$ cat config.mk
export PLATFORM = sky130hd
export DESIGN_NAME = id_stage_fwd_flat
export DESIGN_NICKNAME = d
export VERILOG_FILES = /design/src/rtl/id_stage_fwd_if.sv /design/src/rtl/id_stage_fwd.sv /design/src/flat_wrapper.sv
export SDC_FILE = /design/constraint.sdc
export NUM_CORES = 1
export LEC_CHECK = 0
export BUFFER_PORTS_ARGS = -buffer_cell sky130_fd_sc_hd__buf_2
export CAP_MARGIN = 20
export CORE_AREA = 2 2 189 191
export CTS_CLUSTER_DIAMETER = 200
export DETAILED_ROUTE_END_ITERATION = 12
export DIE_AREA = 0 0 191 193
export GPL_TIMING_DRIVEN = 0
export PLACE_DENSITY_LB_ADDON = 0.2
export SETUP_SLACK_MARGIN = 0.15
export SYNTH_ARGS = -nofsm -noshare
export SYNTH_HDL_FRONTEND = slang
export SYNTH_SLANG_ARGS = --single-unit
$ cat constraint.sdc
create_clock -name clk -period 4.9 [get_ports clk]
set_input_delay 0.245 -clock clk [delete_from_list [all_inputs] [get_ports clk]]
set_output_delay 0.245 -clock clk [all_outputs]
set_load 0.02 [all_outputs]
$ cat src/rtl/id_stage_fwd_if.sv
// Bundles every signal the decode stage exchanges with its neighbours:
// the IF handshake, the regfile read ports, the bypass network, the EX
// handshake, the branch redirect and the stall counter.
// The stage itself uses the slave modport.
// The environment (the pipeline or a testbench) uses the master modport.
interface id_stage_fwd_if #(
    parameter int XLEN  = 32,
    parameter int RAW   = 5,
    parameter int N_FWD = 3,
    parameter int CNT_W = 32
);
    logic                  flush;
    logic                  in_valid;
    logic                  in_ready;
    logic [XLEN-1:0]       in_pc;
    logic [31:0]           in_inst;
    logic [RAW-1:0]        rf_raddr1;
    logic [RAW-1:0]        rf_raddr2;
    logic [XLEN-1:0]       rf_rdata1;
    logic [XLEN-1:0]       rf_rdata2;
    logic [N_FWD-1:0]      fwd_we;
    logic [N_FWD*RAW-1:0]  fwd_waddr;
    logic [N_FWD*XLEN-1:0] fwd_wdata;
    logic [N_FWD-1:0]      fwd_pending;
    logic                  out_valid;
    logic                  out_ready;
    logic [XLEN-1:0]       out_pc;
    logic [11:0]           out_alu_op;
    logic [XLEN-1:0]       out_src1;
    logic [XLEN-1:0]       out_src2;
    logic [XLEN-1:0]       out_st_data;
    logic                  out_mem_en;
    logic [3:0]            out_mem_wen;
    logic                  out_rf_we;
    logic [RAW-1:0]        out_rf_waddr;
    logic                  out_is_load;
    logic                  out_illegal;
    logic                  br_taken;
    logic [XLEN-1:0]       br_target;
    logic [CNT_W-1:0]      stall_cnt;

    modport master (
        output flush, in_valid, in_pc, in_inst, rf_rdata1, rf_rdata2,
               fwd_we, fwd_waddr, fwd_wdata, fwd_pending, out_ready,
        input  in_ready, rf_raddr1, rf_raddr2, out_valid, out_pc, out_alu_op,
               out_src1, out_src2, out_st_data, out_mem_en, out_mem_wen,
               out_rf_we, out_rf_waddr, out_is_load, out_illegal,
               br_taken, br_target, stall_cnt
    );

    modport slave (
        input  flush, in_valid, in_pc, in_inst, rf_rdata1, rf_rdata2,
               fwd_we, fwd_waddr, fwd_wdata, fwd_pending, out_ready,
        output in_ready, rf_raddr1, rf_raddr2, out_valid, out_pc, out_alu_op,
               out_src1, out_src2, out_st_data, out_mem_en, out_mem_wen,
               out_rf_we, out_rf_waddr, out_is_load, out_illegal,
               br_taken, br_target, stall_cnt
    );
endinterface

$ cat src/rtl/id_stage_fwd.sv
// MIPS32 integer-subset decode stage with an N-source bypass network,
// load-use hold and branch/jump resolution. It holds one instruction at a
// time. All outputs are combinational from the held instruction and the
// bypass inputs.
//
// state  | meaning
// -------+-------------------------------------------------------------
// S_RUN  | no load-use hazard; a held instruction is offered to EX
// S_HOLD | a read operand waits on a pending bypass result; EX sees
//        | nothing and IF is back-pressured
module id_stage_fwd #(
    parameter int XLEN  = 32,
    parameter int RAW   = 5,
    parameter int N_FWD = 3,
    parameter int CNT_W = 32
) (
    input  logic          clk,
    input  logic          rst,
    id_stage_fwd_if.slave bus
);
    localparam logic [11:0] OP_ADD  = 12'h800;
    localparam logic [11:0] OP_SUB  = 12'h400;
    localparam logic [11:0] OP_SLT  = 12'h200;
    localparam logic [11:0] OP_SLTU = 12'h100;
    localparam logic [11:0] OP_AND  = 12'h080;
    localparam logic [11:0] OP_NOR  = 12'h040;
    localparam logic [11:0] OP_OR   = 12'h020;
    localparam logic [11:0] OP_XOR  = 12'h010;
    localparam logic [11:0] OP_SLL  = 12'h008;
    localparam logic [11:0] OP_SRL  = 12'h004;
    localparam logic [11:0] OP_SRA  = 12'h002;
    localparam logic [11:0] OP_LUI  = 12'h001;

    typedef enum logic {S_RUN, S_HOLD} state_t;
    typedef enum logic [1:0] {S1_ZERO, S1_RS, S1_SA, S1_PC} src1_sel_t;
    typedef enum logic [2:0] {S2_ZERO, S2_RT, S2_SIMM, S2_ZIMM, S2_EIGHT} src2_sel_t;

    state_t          state_q, state_d;
    logic            id_valid;
    logic [XLEN-1:0] id_pc;
    logic [31:0]     id_inst;

    logic [5:0]      opc, fn;
    logic [RAW-1:0]  rs, rt;
    logic [4:0]      rd, sa;
    logic [15:0]     imm16;
    logic [25:0]     idx26;

    logic [11:0]     alu_op;
    logic            use_rs, use_rt, wr_en, mem_en, is_load, illegal;
    logic            is_beq, is_bne, is_jimm, is_jr, r_alu, r_shift, i_alu;
    logic [RAW-1:0]  dst;
    logic [3:0]      mem_wen;
    src1_sel_t       s1_sel;
    src2_sel_t       s2_sel;

    logic [XLEN-1:0] rs_val, rt_val, simm, zimm, pc4;
    logic            rs_pend, rt_pend, hazard, hold, fire, taken;
    logic [XLEN-1:0] src1, src2, target;

    assign opc   = id_inst[31:26];
    assign rs    = RAW'(id_inst[25:21]);
    assign rt    = RAW'(id_inst[20:16]);
    assign rd    = id_inst[15:11];
    assign sa    = id_inst[10:6];
    assign fn    = id_inst[5:0];
    assign imm16 = id_inst[15:0];
    assign idx26 = id_inst[25:0];
    assign simm  = {{(XLEN-16){imm16[15]}}, imm16};
    assign zimm  = {{(XLEN-16){1'b0}}, imm16};
    assign pc4   = id_pc + XLEN'(4);

    // Instruction decode into operand selects and control fields.
    always_comb begin
        alu_op  = '0;
        use_rs  = 1'b0;
        use_rt  = 1'b0;
        wr_en   = 1'b0;
        dst     = '0;
        mem_en  = 1'b0;
        mem_wen = 4'b0000;
        is_load = 1'b0;
        illegal = 1'b0;
        is_beq  = 1'b0;
        is_bne  = 1'b0;
        is_jimm = 1'b0;
        is_jr   = 1'b0;
        r_alu   = 1'b0;
        r_shift = 1'b0;
        i_alu   = 1'b0;
        s1_sel  = S1_ZERO;
        s2_sel  = S2_ZERO;
        case (opc)
            6'h00: begin
                case (fn)
                    6'h21: begin alu_op = OP_ADD;  r_alu = 1'b1; end
                    6'h23: begin alu_op = OP_SUB;  r_alu = 1'b1; end
                    6'h24: begin alu_op = OP_AND;  r_alu = 1'b1; end
                    6'h25: begin alu_op = OP_OR;   r_alu = 1'b1; end
                    6'h26: begin alu_op = OP_XOR;  r_alu = 1'b1; end
                    6'h27: begin alu_op = OP_NOR;  r_alu = 1'b1; end
                    6'h2A: begin alu_op = OP_SLT;  r_alu = 1'b1; end
                    6'h2B: begin alu_op = OP_SLTU; r_alu = 1'b1; end
                    6'h00: begin alu_op = OP_SLL;  r_shift = 1'b1; end
                    6'h02: begin alu_op = OP_SRL;  r_shift = 1'b1; end
                    6'h03: begin alu_op = OP_SRA;  r_shift = 1'b1; end
                    6'h08: begin
                        is_jr  = 1'b1;
                        use_rs = 1'b1;
                        s1_sel = S1_RS;
                    end
                    default: illegal = 1'b1;
                endcase
            end
            6'h09: begin alu_op = OP_ADD;  i_alu = 1'b1; s2_sel = S2_SIMM; end
            6'h0A: begin alu_op = OP_SLT;  i_alu = 1'b1; s2_sel = S2_SIMM; end
            6'h0B: begin alu_op = OP_SLTU; i_alu = 1'b1; s2_sel = S2_SIMM; end
            6'h0C: begin alu_op = OP_AND;  i_alu = 1'b1; s2_sel = S2_ZIMM; end
            6'h0D: begin alu_op = OP_OR;   i_alu = 1'b1; s2_sel = S2_ZIMM; end
            6'h0E: begin alu_op = OP_XOR;  i_alu = 1'b1; s2_sel = S2_ZIMM; end
            6'h0F: begin
                alu_op = OP_LUI;
                s2_sel = S2_SIMM;
                wr_en  = 1'b1;
                dst    = rt;
            end
            6'h04, 6'h05: begin
                is_beq = (opc == 6'h04);
                is_bne = (opc == 6'h05);
                use_rs = 1'b1;
                use_rt = 1'b1;
                s1_sel = S1_RS;
                s2_sel = S2_RT;
            end
            6'h02: is_jimm = 1'b1;
            6'h03: begin
                is_jimm = 1'b1;
                alu_op  = OP_ADD;
                s1_sel  = S1_PC;
                s2_sel  = S2_EIGHT;
                wr_en   = 1'b1;
                dst     = RAW'(31);
            end
            6'h23: begin
                alu_op  = OP_ADD;
                use_rs  = 1'b1;
                s1_sel  = S1_RS;
                s2_sel  = S2_SIMM;
                mem_en  = 1'b1;
                is_load = 1'b1;
                wr_en   = 1'b1;
                dst     = rt;
            end
            6'h2B: begin
                alu_op  = OP_ADD;
                use_rs  = 1'b1;
                use_rt  = 1'b1;
                s1_sel  = S1_RS;
                s2_sel  = S2_SIMM;
                mem_en  = 1'b1;
                mem_wen = 4'b1111;
            end
            default: illegal = 1'b1;
        endcase
        if (r_alu) begin
            use_rs = 1'b1;
            use_rt = 1'b1;
            s1_sel = S1_RS;
            s2_sel = S2_RT;
            wr_en  = 1'b1;
            dst    = RAW'(rd);
        end
        if (r_shift) begin
            use_rt = 1'b1;
            s1_sel = S1_SA;
            s2_sel = S2_RT;
            wr_en  = 1'b1;
            dst    = RAW'(rd);
        end
        if (i_alu) begin
            use_rs = 1'b1;
            s1_sel = S1_RS;
            wr_en  = 1'b1;
            dst    = rt;
        end
    end

    // Bypass resolution: the loop runs oldest to youngest, so the lowest
    // matching index is written last and wins. Register 0 never matches.
    always_comb begin
        rs_val  = (rs == '0) ? '0 : bus.rf_rdata1;
        rt_val  = (rt == '0) ? '0 : bus.rf_rdata2;
        rs_pend = 1'b0;
        rt_pend = 1'b0;
        for (int k = N_FWD - 1; k >= 0; k--) begin
            if (bus.fwd_we[k] && (bus.fwd_waddr[k*RAW +: RAW] == rs) && (rs != '0)) begin
                rs_val  = bus.fwd_wdata[k*XLEN +: XLEN];
                rs_pend = bus.fwd_pending[k];
            end
            if (bus.fwd_we[k] && (bus.fwd_waddr[k*RAW +: RAW] == rt) && (rt != '0)) begin
                rt_val  = bus.fwd_wdata[k*XLEN +: XLEN];
                rt_pend = bus.fwd_pending[k];
            end
        end
    end

    assign hazard = id_valid && ((use_rs && rs_pend) || (use_rt && rt_pend));

    // Hold/run state register.
    always_ff @(posedge clk or posedge rst) begin
        if (rst) state_q <= S_RUN;
        else     state_q <= state_d;
    end

    // Next state; the hold decision follows the current hazard with no lag.
    always_comb begin
        state_d = state_q;
        case (state_q)
            S_RUN:   if (hazard)  state_d = S_HOLD;
            S_HOLD:  if (!hazard) state_d = S_RUN;
            default: state_d = S_RUN;
        endcase
    end

    assign hold = (state_d == S_HOLD);
    assign fire = bus.out_valid && bus.out_ready;

    // ID register; flush wins over a simultaneous load.
    always_ff @(posedge clk or posedge rst) begin
        if (rst) begin
            id_valid <= 1'b0;
            id_pc    <= '0;
            id_inst  <= '0;
        end else if (bus.flush) begin
            id_valid <= 1'b0;
        end else if (bus.in_valid && bus.in_ready) begin
            id_valid <= 1'b1;
            id_pc    <= bus.in_pc;
            id_inst  <= bus.in_inst;
        end else if (fire) begin
            id_valid <= 1'b0;
        end
    end

    // Load-use stall counter; saturates and survives flush.
    always_ff @(posedge clk or posedge rst) begin
        if (rst)                                    bus.stall_cnt <= '0;
        else if (hold && (bus.stall_cnt != '1))     bus.stall_cnt <= bus.stall_cnt + CNT_W'(1);
    end

    // Operand muxes, branch condition and redirect target.
    always_comb begin
        src1   = '0;
        src2   = '0;
        taken  = 1'b0;
        target = '0;
        case (s1_sel)
            S1_RS:   src1 = rs_val;
            S1_SA:   src1 = {{(XLEN-5){1'b0}}, sa};
            S1_PC:   src1 = id_pc;
            default: src1 = '0;
        endcase
        case (s2_sel)
            S2_RT:    src2 = rt_val;
            S2_SIMM:  src2 = simm;
            S2_ZIMM:  src2 = zimm;
            S2_EIGHT: src2 = XLEN'(8);
            default:  src2 = '0;
        endcase
        if (is_beq && (rs_val == rt_val)) begin
            taken  = 1'b1;
            target = pc4 + (simm << 2);
        end else if (is_bne && (rs_val != rt_val)) begin
            taken  = 1'b1;
            target = pc4 + (simm << 2);
        end else if (is_jimm) begin
            taken  = 1'b1;
            target = {pc4[XLEN-1:28], idx26, 2'b00};
        end else if (is_jr) begin
            taken  = 1'b1;
            target = rs_val;
        end
    end

    assign bus.in_ready     = !id_valid || fire;
    assign bus.out_valid    = id_valid && !hold;
    assign bus.rf_raddr1    = rs;
    assign bus.rf_raddr2    = rt;
    assign bus.out_pc       = id_pc;
    assign bus.out_alu_op   = alu_op;
    assign bus.out_src1     = src1;
    assign bus.out_src2     = src2;
    assign bus.out_st_data  = rt_val;
    assign bus.out_mem_en   = mem_en;
    assign bus.out_mem_wen  = mem_wen;
    assign bus.out_rf_we    = wr_en && (dst != '0);
    assign bus.out_rf_waddr = dst;
    assign bus.out_is_load  = is_load;
    assign bus.out_illegal  = illegal;
    assign bus.br_taken     = fire && taken;
    assign bus.br_target    = (fire && taken) ? target : '0;
endmodule
$ cat src/flat_wrapper.sv
// flat-port wrapper written by rule: the top's interface ports become plain ports
module id_stage_fwd_flat 
#(
    parameter int XLEN  = 32,
    parameter int RAW   = 5,
    parameter int N_FWD = 3,
    parameter int CNT_W = 32
)
  (clk, rst, bus_flush, bus_in_valid, bus_in_pc, bus_in_inst, bus_rf_rdata1, bus_rf_rdata2, bus_fwd_we, bus_fwd_waddr, bus_fwd_wdata, bus_fwd_pending, bus_out_ready, bus_in_ready, bus_rf_raddr1, bus_rf_raddr2, bus_out_valid, bus_out_pc, bus_out_alu_op, bus_out_src1, bus_out_src2, bus_out_st_data, bus_out_mem_en, bus_out_mem_wen, bus_out_rf_we, bus_out_rf_waddr, bus_out_is_load, bus_out_illegal, bus_br_taken, bus_br_target, bus_stall_cnt);
  id_stage_fwd_if #(.XLEN(XLEN), .RAW(RAW), .N_FWD(N_FWD), .CNT_W(CNT_W)) bus_i ();
  input  logic clk;
  input  logic rst;
  input wire logic [$bits(bus_i.flush)-1:0] bus_flush;
  input wire logic [$bits(bus_i.in_valid)-1:0] bus_in_valid;
  input wire logic [$bits(bus_i.in_pc)-1:0] bus_in_pc;
  input wire logic [$bits(bus_i.in_inst)-1:0] bus_in_inst;
  input wire logic [$bits(bus_i.rf_rdata1)-1:0] bus_rf_rdata1;
  input wire logic [$bits(bus_i.rf_rdata2)-1:0] bus_rf_rdata2;
  input wire logic [$bits(bus_i.fwd_we)-1:0] bus_fwd_we;
  input wire logic [$bits(bus_i.fwd_waddr)-1:0] bus_fwd_waddr;
  input wire logic [$bits(bus_i.fwd_wdata)-1:0] bus_fwd_wdata;
  input wire logic [$bits(bus_i.fwd_pending)-1:0] bus_fwd_pending;
  input wire logic [$bits(bus_i.out_ready)-1:0] bus_out_ready;
  output wire logic [$bits(bus_i.in_ready)-1:0] bus_in_ready;
  output wire logic [$bits(bus_i.rf_raddr1)-1:0] bus_rf_raddr1;
  output wire logic [$bits(bus_i.rf_raddr2)-1:0] bus_rf_raddr2;
  output wire logic [$bits(bus_i.out_valid)-1:0] bus_out_valid;
  output wire logic [$bits(bus_i.out_pc)-1:0] bus_out_pc;
  output wire logic [$bits(bus_i.out_alu_op)-1:0] bus_out_alu_op;
  output wire logic [$bits(bus_i.out_src1)-1:0] bus_out_src1;
  output wire logic [$bits(bus_i.out_src2)-1:0] bus_out_src2;
  output wire logic [$bits(bus_i.out_st_data)-1:0] bus_out_st_data;
  output wire logic [$bits(bus_i.out_mem_en)-1:0] bus_out_mem_en;
  output wire logic [$bits(bus_i.out_mem_wen)-1:0] bus_out_mem_wen;
  output wire logic [$bits(bus_i.out_rf_we)-1:0] bus_out_rf_we;
  output wire logic [$bits(bus_i.out_rf_waddr)-1:0] bus_out_rf_waddr;
  output wire logic [$bits(bus_i.out_is_load)-1:0] bus_out_is_load;
  output wire logic [$bits(bus_i.out_illegal)-1:0] bus_out_illegal;
  output wire logic [$bits(bus_i.br_taken)-1:0] bus_br_taken;
  output wire logic [$bits(bus_i.br_target)-1:0] bus_br_target;
  output wire logic [$bits(bus_i.stall_cnt)-1:0] bus_stall_cnt;
  assign bus_i.flush = bus_flush;
  assign bus_i.in_valid = bus_in_valid;
  assign bus_i.in_pc = bus_in_pc;
  assign bus_i.in_inst = bus_in_inst;
  assign bus_i.rf_rdata1 = bus_rf_rdata1;
  assign bus_i.rf_rdata2 = bus_rf_rdata2;
  assign bus_i.fwd_we = bus_fwd_we;
  assign bus_i.fwd_waddr = bus_fwd_waddr;
  assign bus_i.fwd_wdata = bus_fwd_wdata;
  assign bus_i.fwd_pending = bus_fwd_pending;
  assign bus_i.out_ready = bus_out_ready;
  assign bus_in_ready = bus_i.in_ready;
  assign bus_rf_raddr1 = bus_i.rf_raddr1;
  assign bus_rf_raddr2 = bus_i.rf_raddr2;
  assign bus_out_valid = bus_i.out_valid;
  assign bus_out_pc = bus_i.out_pc;
  assign bus_out_alu_op = bus_i.out_alu_op;
  assign bus_out_src1 = bus_i.out_src1;
  assign bus_out_src2 = bus_i.out_src2;
  assign bus_out_st_data = bus_i.out_st_data;
  assign bus_out_mem_en = bus_i.out_mem_en;
  assign bus_out_mem_wen = bus_i.out_mem_wen;
  assign bus_out_rf_we = bus_i.out_rf_we;
  assign bus_out_rf_waddr = bus_i.out_rf_waddr;
  assign bus_out_is_load = bus_i.out_is_load;
  assign bus_out_illegal = bus_i.out_illegal;
  assign bus_br_taken = bus_i.br_taken;
  assign bus_br_target = bus_i.br_target;
  assign bus_stall_cnt = bus_i.stall_cnt;
  id_stage_fwd #(.XLEN(XLEN), .RAW(RAW), .N_FWD(N_FWD), .CNT_W(CNT_W)) u_core (.clk(clk), .rst(rst), .bus(bus_i));
endmodule
==> impl_metrics.py, run 1 <==
metrics = {
    "status": {
        "status": "finished with violations",
        "violations": "setup timing",
    },
    "cells_and_area": {
        "area_growth_pct": 63.4,
        "nNetsFinal": 2276,
        "drive_gt1_share_pct": 52.8,
        "stdcell_area_um2": 17100,
        "fin_cells": 2469,
        "num-fill-cells": 3561,
        "fin_util_pct": 48.9,
    },
    "critical_path": {
        "worstSetupStartpointType": "flip-flop",
        "critPathArrivalTime_ps": 4720,
        "worstSetupPathType": "reg -> out",
        "crit_required_ps": 4660,
        "path_max_fanout": 7,
        "endpoint_kind": "primary output",
    },
    "die": {
        "floorplan.initialDensity_pct": 29.9,
        "core_area_um2": 35000,
        "boundaryPins": 480,
        "die_h_um": 193,
        "die_width_um": 191,
        "die_area_um2": 36900,
        "rows": 69,
    },
    "place": {
        "hpwl_mm": 49.7,
        "dp.cells": 2210,
        "place_congestion": 0.989,
        "placed_cell_area_um2": 13500,
        "dp_slack_ps": -996,
        "io_buffers": 479,
    },
    "yosys": {
        "synthesis.area_um2": 10500,
        "synth_edf_count": 0,
        "synthArstFlopShare_pct": 100,
        "ys_ff_latch": 97,
        "synth.top_cell.area_share_pct": 23.2,
        "synth.distinct_cells": 74,
        "synth_top_cells_by_count": "129 x mux2_2, 114 x nand2_1, 97 x dfrtp_1",
        "ys.flop_type": "dfrtp_1",
        "synth.most_common_cell": "mux2_2",
        "avgSynthCellArea_um2": 8.25,
        "synth_cells": 1269,
        "yosys_warnings": 0,
        "synth_area_leaders": "dfrtp_1 23%, mux2_2 14%, xnor2_1 7.1%",
        "synth_nets": 1551,
        "ys_seq_area_share_pct": 23.2,
        "synth_largest_area_cell": "dfrtp_1",
    },
    "clocking": {
        "clkSinkCount": 97,
        "cts-root-buf": "clkbuf_16",
        "cts_buffer_depth": 2,
        "cts_tree": "yes",
        "htree_levels": 3,
        "cts-buffers-inserted": 9,
        "worstSkewPairLatency_ps": 380,
        "clk_pin_slew_ps": 90,
    },
    "drt": {
        "drtPass1Iterations": 9,
        "avgRoutedWirePerCell_um": 25.9,
        "drtIter0Drc": 1390,
        "drtAntennaViolNets": 0,
        "drc_errors": 0,
        "via_per_inst": 5.59,
        "routed_wl_mm": 63.8,
        "vias": 13800,
    },
    "job": {
        "cap_violations": 0,
    },
    "grt": {
        "grt_usage_pct": 32.5,
        "overflow": 0,
        "grt_pass1_vias": 13100,
        "grt_pass1_wl_mm": 86.9,
        "antenna_found_initial": 13,
        "grt_max_degree": 52,
    },
    "timing": {
        "slew_headroom_pct": 23.7,
        "setup_ws_ps": -66.9,
        "slew_violations": 0,
        "whs_ps": 23.5,
        "fmax_mhz": 201,
        "min_period_over_period_pct": 101,
        "fin_skew_ps": 11.1,
        "tightest_slew_ps": 1140,
        "fin_crit_ps": 4970,
        "grt_setup_unrepaired": "yes",
        "setup-violations-final": 30,
        "final_hold_viol_count": 0,
    },
    "power_and_ir_drop": {
        "p_leak_nw": 7.89,
        "p_per_area_nw_per_um2": 307,
        "vdd_drop_max_mv": 0.215,
    },
    "worst_hold_path": {
        "hold_class": "in -> reg",
    },
}
[where the power goes]
part           total (mW)  internal [mW]  switching (mW)
combinational        3.38           1.44            1.95
clock               0.762          0.368           0.393
sequential           1.11          0.907           0.207
total                5.26           2.71            2.55
[worst max-delay path: stages, from the launching register on]
cell	delay [ps]
dfrtp_1	400
buf_6	150
xnor2_2	140
nand4_1	140
nor3_4	290
buf_4	170
buf_4	100
mux2_2	320
a222oi_1	340
buf_4	210
xor2_1	90
nor4_2	370
buf_4	190
nand4_1	110
buf_4	200
nor3_4	250
buf_4	170
buf_6	120
nor3_1	60
nor3_2	300
buf_4	210
[what timing repair did]
item | CTS | global route
endpoints found under the setup margin | 76 | 59
endpoints found under the hold margin | 46 | 0
cloned | 0 | 5
hold buffers | 1 | 0
buffers inserted | 175 | 52
pin swaps | 131 | 79
resized for setup | 199 | 148
[sequential cells by signal, summed over array words and instances, names as in the netlist]
| signal | flops |
|---|---|
| u_core.bus.out_pc | 32 |
| u_core.bus.stall_cnt | 32 |
| u_core.id_inst | 32 |
| u_core.id_valid | 1 |
[per-stage QoR]
step           setup TNS, ps  total power, mW
6_report                -912             5.26
5_1_grt                -5640             5.52
4_1_cts                -25.0             5.00
3_5_place_dp          -28890             3.75
3_3_place_gp          -28290             3.74
2_1_floorplan              0             2.76
[metal layers]
layer / vias up / wire length [µm] / track usage, %
met5: - / 34 / 0
met4: 6 / 4040 / 17.1
li1: 6158 / - / -
met1: 6665 / 24700 / 39.6
met3: 184 / 4900 / 5.25
met2: 788 / 30100 / 55.2
[layout make-up]
class / count / area [µm²] / share of cell area (%)
plain buffers: 98 / 717 / 4.19
multi-input cells: 1020 / 8310 / 48.6
well taps: 461 / 577 / 3.37
clock inverters: 7 / 88.8 / 0.519
flip-flops and latches: 97 / 2430 / 14.2
clock buffers: 9 / 225 / 1.32
inverters: 54 / 208 / 1.21
diodes: 9 / 22.5 / 0.132
repair buffers: 714 / 4530 / 26.5
[final timing paths]
check	slack (ps)	startpoint	depth (start not counted)	end
worst max register to register	510	u_core.id_inst[3]	14	u_core.id_inst[5]
worst min-delay path	20	bus_flush	2	u_core.id_valid
worst max-delay path	-70	u_core.id_inst[16]	20	bus_br_target[31]
max in group asynchronous	3700	rst	4	u_core.id_inst[26]
min in group asynchronous	510	rst	3	u_core.bus.out_pc[14]
worst min register to register	490	u_core.bus.stall_cnt[15]	1	u_core.bus.stall_cnt[15]
[logic make-up (layout without fill, tap and decap cells)]
| logic type | count (synthesis) | in the layout | share of synthesized area [%] |
|---|---|---|---|
| adders and majority gates | 32 | 32 | 3.90 |
| buffers and inverters | 152 | 882 | 6.60 |
| other | 0 | 9 | 0 |
| AOI/OAI and AO/OA | 311 | 311 | 20.2 |
| xor gates and xnor gates | 145 | 145 | 12.1 |
| muxes | 130 | 130 | 14.0 |
| and+or+nand+nor | 402 | 402 | 20.0 |
| DFF | 97 | 97 | 23.2 |
[cells in the final DEF (no fill, tap or decap), types with 15 or more instances in the layout]
cell,instances
nand3_1,44
mux2_2,127
xor2_1,58
o21ai_0,80
a21oi_1,63
or3_4,15
or3_1,17
dfrtp_1,91
ha_1,28
buf_6,67
a222oi_1,64
a31oi_4,25
buf_2,455
clkbuf_1,35
buf_4,232
nand2_1,111
xnor2_1,75
inv_1,52
nor2_1,73
nand4_1,19
nor3_1,17
Note: power is estimated with default switching activity, not from simulation.
==> run 2: changes to the inputs <==
--- a/config.mk
+++ b/config.mk
@@ -7,10 +7,10 @@
 export LEC_CHECK = 0
 export BUFFER_PORTS_ARGS = -buffer_cell sky130_fd_sc_hd__buf_2
 export CAP_MARGIN = 20
-export CORE_AREA = 2 2 189 191
+export CORE_AREA = 5 5 185 187
 export CTS_CLUSTER_DIAMETER = 200
 export DETAILED_ROUTE_END_ITERATION = 12
-export DIE_AREA = 0 0 191 193
+export DIE_AREA = 0 0 190 192
 export GPL_TIMING_DRIVEN = 0
 export PLACE_DENSITY_LB_ADDON = 0.2
 export SETUP_SLACK_MARGIN = 0.15
==> constraint.sdc (replaced) <==
create_clock -name clk -period 4.2 [get_ports clk]
set_input_delay 0.21 -clock clk [delete_from_list [all_inputs] [get_ports clk]]
set_output_delay 0.21 -clock clk [all_outputs]
set_load 0.02 [all_outputs]
==> run 2 against run 1 <==
  * The run still ends with setup timing left
  * Sequential share of layout area shrank 0.37 points
  * Combinational power grew 18%
  * Core utilization grew 5.5 points
  * Wire length grew 1.6%
  * Die area shrank 1.0%
  * Non-clock buffer count grew 8
==> impl_metrics.py, run 2 (synthesis results as in run 1) <==
metrics = {
    "clocking": {
        "clk_pin_slew_ps": 90,
        "htree_levels": 3,
        "cts-root-buf": "clkbuf_16",
        "cts_buffer_depth": 2,
        "cts_tree": "yes",
        "cts-buffers-inserted": 9,
        "clkSinkCount": 97,
        "worstSkewPairLatency_ps": 380,
    },
    "place": {
        "placed_cell_area_um2": 13600,
        "io_buffers": 479,
        "hpwl_mm": 49.5,
        "dp.cells": 2191,
        "dp_slack_ps": -1630,
        "place_congestion": 0.948,
    },
    "grt": {
        "grt_pass1_vias": 13900,
        "overflow": 0,
        "antenna_found_initial": 28,
        "grt_usage_pct": 32.9,
        "grt_pass1_wl_mm": 89.5,
        "grt_max_degree": 71,
    },
    "job": {
        "cap_violations": 0,
    },
    "critical_path": {
        "worstSetupPathType": "reg -> out",
        "timing.reg2reg.setup_slack_ps": 300,
        "path_buf_inv": 3,
        "critPathSlowestCell": "dfrtp_2",
        "worstPathCellList": "ha_4 -> nand3_4 -> nor2_4 -> and3_4 -> and4_4 -> nand4_1 -> buf_4 -> xnor2_2 -> ha_4 -> or4_4 -> o2111ai_2 -> o311ai_2 -> a2111o_1 -> nand2_2 -> a21oi_4 -> buf_4 -> xnor2_1 -> or3_4 -> a31oi_4 -> buf_6",
        "r2r_end": "u_core.id_inst[10]",
        "path_max_fanout": 5,
        "cpLargestDelayFamily": "simple AND/OR/NAND/NOR gates",
        "r2r_cells": 16,
        "worstSetupStartpointType": "flip-flop",
        "endpoint_kind": "primary output",
        "crit_required_ps": 3990,
        "r2r_start": "u_core.id_inst[22]",
        "critPathArrivalTime_ps": 4700,
        "max_stage_delay_ps": 460,
    },
    "timing": {
        "final_hold_viol_count": 0,
        "fmax_mhz": 204,
        "grt_setup_unrepaired": "yes",
        "slew_violations": 0,
        "fin_crit_ps": 4910,
        "slew_headroom_pct": 31.5,
        "whs_ps": 55.1,
        "tightest_slew_ps": 1030,
        "setup_ws_ps": -713,
        "fin_skew_ps": 20.7,
        "min_period_over_period_pct": 117,
        "setup-violations-final": 33,
    },
    "cells_and_area": {
        "num-fill-cells": 3114,
        "drive_gt1_share_pct": 53.9,
        "final_common_cell": "buf_2",
        "fin_cells": 2474,
        "stdcell_area_um2": 17600,
        "mostFrequentLayoutCells": "454 x buf_2, 226 x buf_4, 116 x mux2_2",
        "fin_util_pct": 54.5,
        "nNetsFinal": 2284,
        "area_growth_pct": 68.0,
    },
    "die": {
        "core_area_um2": 32300,
        "boundaryPins": 480,
        "die_area_um2": 36500,
        "floorplan.initialDensity_pct": 32.4,
        "rows": 66,
        "die_width_um": 190,
        "die_h_um": 192,
    },
    "power_and_ir_drop": {
        "vdd_drop_max_mv": 0.256,
        "p_per_area_nw_per_um2": 357,
        "p_leak_nw": 8.03,
    },
    "drt": {
        "routed_wl_mm": 64.8,
        "drc_errors": 0,
        "vias": 14200,
        "avgRoutedWirePerCell_um": 26.2,
        "drtPass1Iterations": 11,
        "drtIter0Drc": 1543,
        "drtAntennaViolNets": 0,
        "via_per_inst": 5.73,
    },
    "status": {
        "violations": "setup timing",
        "status": "finished with violations",
    },
    "worst_hold_path": {
        "hp-start": "bus_in_inst[1]",
        "hold_path_depth": 2,
        "holdPathEnd": "u_core.id_inst[1]",
        "hold_class": "in -> reg",
    },
}
## run 2: timing repair
item,CTS,global route
hold endpoints to repair,28,0
pin swaps,143,73
setup buffers,191,38
cloned,7,3
hold buffers,2,0
gates resized for setup,281,94
setup endpoints to repair,135,107
## run 2: how the worst max path moves through the flow
| stage | start | cells after the start | to | slack, ps |
|---|---|---|---|---|
| final | u_core.bus.out_pc[3] | 20 | bus_br_target[27] | -710 |
| after global routing | u_core.bus.out_pc[3] | 20 | bus_br_target[29] | -850 |
| after floorplan | u_core.bus.out_pc[2] | 19 | bus_br_target[29] | 70 |
| after CTS | u_core.bus.out_pc[2] | 20 | bus_br_target[29] | -710 |
| after global placement | u_core.id_inst[21] | 15 | bus_br_target[28] | -1600 |
| after detailed placement | u_core.id_inst[24] | 15 | bus_br_target[28] | -1630 |
## run 2: layer usage
layer,vias up,track usage [%],wire length (µm)
li1,6197,-,-
met1,6835,39.1,24200
met2,904,55.9,30700
met3,231,7.02,5700
met4,6,17.5,4170
met5,-,0,26
## run 2: final cells by class
type                    count  area [µm²]  area share [%]
multi-input cells        1020        8460            48.1
repair buffers            722        4720            26.8
flip-flops and latches     97        2440            13.9
plain buffers              98         801            4.55
well taps                 442         553            3.14
clock buffers               9         225            1.28
inverters                  54         208            1.18
clock inverters             7         124           0.704
diodes                     25        62.6           0.356
## run 2: power by group
part           internal, mW  switching, mW
Sequential             1.06          0.243
Combinational          1.70           2.28
Clock                 0.544          0.448
Total                  3.30           2.97
## run 2: through the flow
stage	total power, mW	TNS, ps
after global placement	4.35	-78310
final	6.27	-21340
after CTS	5.99	-14730
after floorplan	3.24	0
after detailed placement	4.37	-78890
after global routing	6.57	-25950
==> run 3: changes to the inputs <==
==> constraint.sdc (replaced) <==
create_clock -name clk -period 6.4 [get_ports clk]
set_input_delay 0.32 -clock clk [delete_from_list [all_inputs] [get_ports clk]]
set_output_delay 0.32 -clock clk [all_outputs]
set_load 0.02 [all_outputs]
==> run 3 against run 2 <==
  * The flow now finishes without violations
  * Die area stayed put
  * Register-to-register slack gained 1300 ps
  * Via count decreased by 11%
  * Non-clock buffer count fell by 196
  * First-iteration DRC count is 3.6% higher
  * Worst hold slack gained 44 ps
  * Final area is 20% lower
  * Critical path depth shrank 5
  * Combinational power fell by 47%
  * Worst setup slack gained 950 ps
  * Critical endpoint is now bus_br_target[20]
  * Highest routed layer unchanged
==> impl_metrics.py, run 3 (synthesis results as in run 1) <==
metrics = {
    "status": {
        "status": "completed",
    },
    "power_and_ir_drop": {
        "p_per_area_nw_per_um2": 250,
        "vdd_drop_max_mv": 0.149,
        "p_leak_nw": 6.62,
    },
    "critical_path": {
        "r2r_start": "u_core.id_inst[31]",
        "r2r_end": "u_core.id_inst[2]",
        "r2r_cells": 14,
        "timing.reg2reg.setup_slack_ps": 1620,
        "setup.worst_path.end": "bus_br_target[20]",
        "crit_required_ps": 6080,
        "startpoint": "u_core.id_inst[24]",
        "worstSetupPathType": "reg -> out",
        "path_max_fanout": 10,
        "critPathArrivalTime_ps": 5850,
        "endpoint_kind": "primary output",
        "worstSetupStartpointType": "flip-flop",
    },
    "timing": {
        "setup-violations-final": 0,
        "slew_violations": 0,
        "fin_skew_ps": 19.8,
        "grt_setup_unrepaired": "yes",
        "fin_crit_ps": 6170,
        "min_period_over_period_pct": 96.3,
        "final_hold_viol_count": 0,
        "setup_tns_ps": 0,
        "tightest_slew_ps": 1210,
        "slew_headroom_pct": 19.4,
        "fmax_mhz": 162,
    },
    "clocking": {
        "cts-root-buf": "clkbuf_16",
        "clkSinkCount": 97,
        "clk_pin_slew_ps": 80,
        "htree_levels": 3,
        "cts-buffers-inserted": 9,
        "cts_buffer_depth": 2,
        "worstSkewPairLatency_ps": 380,
        "cts_tree": "yes",
    },
    "cells_and_area": {
        "seqCellArea_um2": 2430,
        "multiInputGateArea_um2": 7360,
        "drive_gt1_share_pct": 41.5,
        "num-fill-cells": 3388,
        "final_common_cell": "buf_2",
        "fin_util_pct": 43.8,
        "area_growth_pct": 35.0,
        "mostFrequentLayoutCells": "514 x buf_2, 129 x mux2_2, 114 x nand2_1",
        "stdcell_area_um2": 14100,
        "nNetsFinal": 2088,
    },
    "drt": {
        "drc_errors": 0,
        "via_per_inst": 5.61,
        "avgRoutedWirePerCell_um": 26.2,
        "drtPass1Iterations": 8,
        "routed_wl_mm": 59.3,
        "vias": 12700,
        "drtIter0Drc": 1598,
        "drtAntennaViolNets": 0,
    },
    "worst_hold_path": {
        "hold_class": "in -> reg",
        "hp-start": "bus_flush",
    },
    "grt": {
        "grt_usage_pct": 30.7,
        "grt_pass1_wl_mm": 83.0,
        "antenna_found_initial": 9,
        "grt_pass1_vias": 12200,
        "grt_max_degree": 70,
        "overflow": 0,
    },
    "die": {
        "die_h_um": 192,
        "boundaryPins": 480,
        "rows": 66,
        "die_width_um": 190,
        "core_area_um2": 32300,
        "die_area_um2": 36500,
        "floorplan.initialDensity_pct": 32.4,
    },
    "place": {
        "io_buffers": 479,
        "hpwl_mm": 49.3,
        "placed_cell_area_um2": 13400,
        "place_congestion": 0.997,
    },
    "job": {
        "cap_violations": 0,
    },
}
==> run 3: area by class of cell <==
type,count,area share (%)
plain buffers,98,3.45
inverters,54,1.45
flip-flops and latches,97,17.2
clock inverters,7,0.567
repair buffers,526,19.6
diodes,7,0.124
multi-input cells,1020,52.1
well taps,442,3.91
clock buffers,9,1.59
==> run 3: layer usage <==
layer	vias to the layer above	GRT usage, %	routed length (µm)
met5	-	0	27
met4	4	12.0	2360
met3	109	6.23	5140
met2	739	52.8	28600
met1	6036	37.7	23200
li1	5782	-	-
==> run 3: how the worst min path moves through the flow <==
| stage | end | slack (ps) | cells past startpoint |
|---|---|---|---|
| 5_1_grt | u_core.id_valid | 100 | 2 |
| 3_3_place_gp | u_core.bus.stall_cnt[26] | 470 | 1 |
| 3_5_place_dp | u_core.bus.out_pc[18] | 350 | 2 |
| 6_report | u_core.id_valid | 100 | 2 |
| 4_1_cts | u_core.id_valid | 90 | 2 |
| 2_1_floorplan | u_core.id_valid | 390 | 1 |
==> run 3: timing repair <==
| action | in CTS | in global routing |
|---|---|---|
| resized for setup | 0 | 2 |
| hold buffers | 1 | 0 |
| endpoints found under the setup margin | 15 | 31 |
| buffers inserted | 4 | 41 |
| endpoints found under the hold margin | 28 | 0 |
| pin swaps | 4 | 31 |
==> run 3: report_power, final <==
group          total, mW  internal, mW  switching (mW)  leakage, nW
Clock              0.575         0.279           0.296        0.146
Combinational       2.11         0.808            1.30         5.27
Sequential         0.847         0.693           0.154         1.20
==> run 3: through the flow <==
stage	instances	setup WS [ps]	hold WS [ps]	power, mW
3_5_place_dp	2191	413	354	2.86
4_1_cts	2212	153	90.7	3.45
3_3_place_gp	2190	428	471	2.86
2_1_floorplan	1269	1720	386	2.11
5_1_grt	2259	70.0	100	3.72
6_report	2260	234	98.7	3.53
==> run 3: critical path: stages (launching register included) <==
cell and delay (ps):
dfrtp_1 350, buf_2 260, xnor2_1 150, nand4_1 120
nor3_2 540, buf_2 410, mux2_2 380, a222oi_1 680
xor2_1 190, nor4_2 480, nand4_1 280, nor2_1 480
clkbuf_1 410, nand3_1 120, a31oi_1 360, buf_2 240
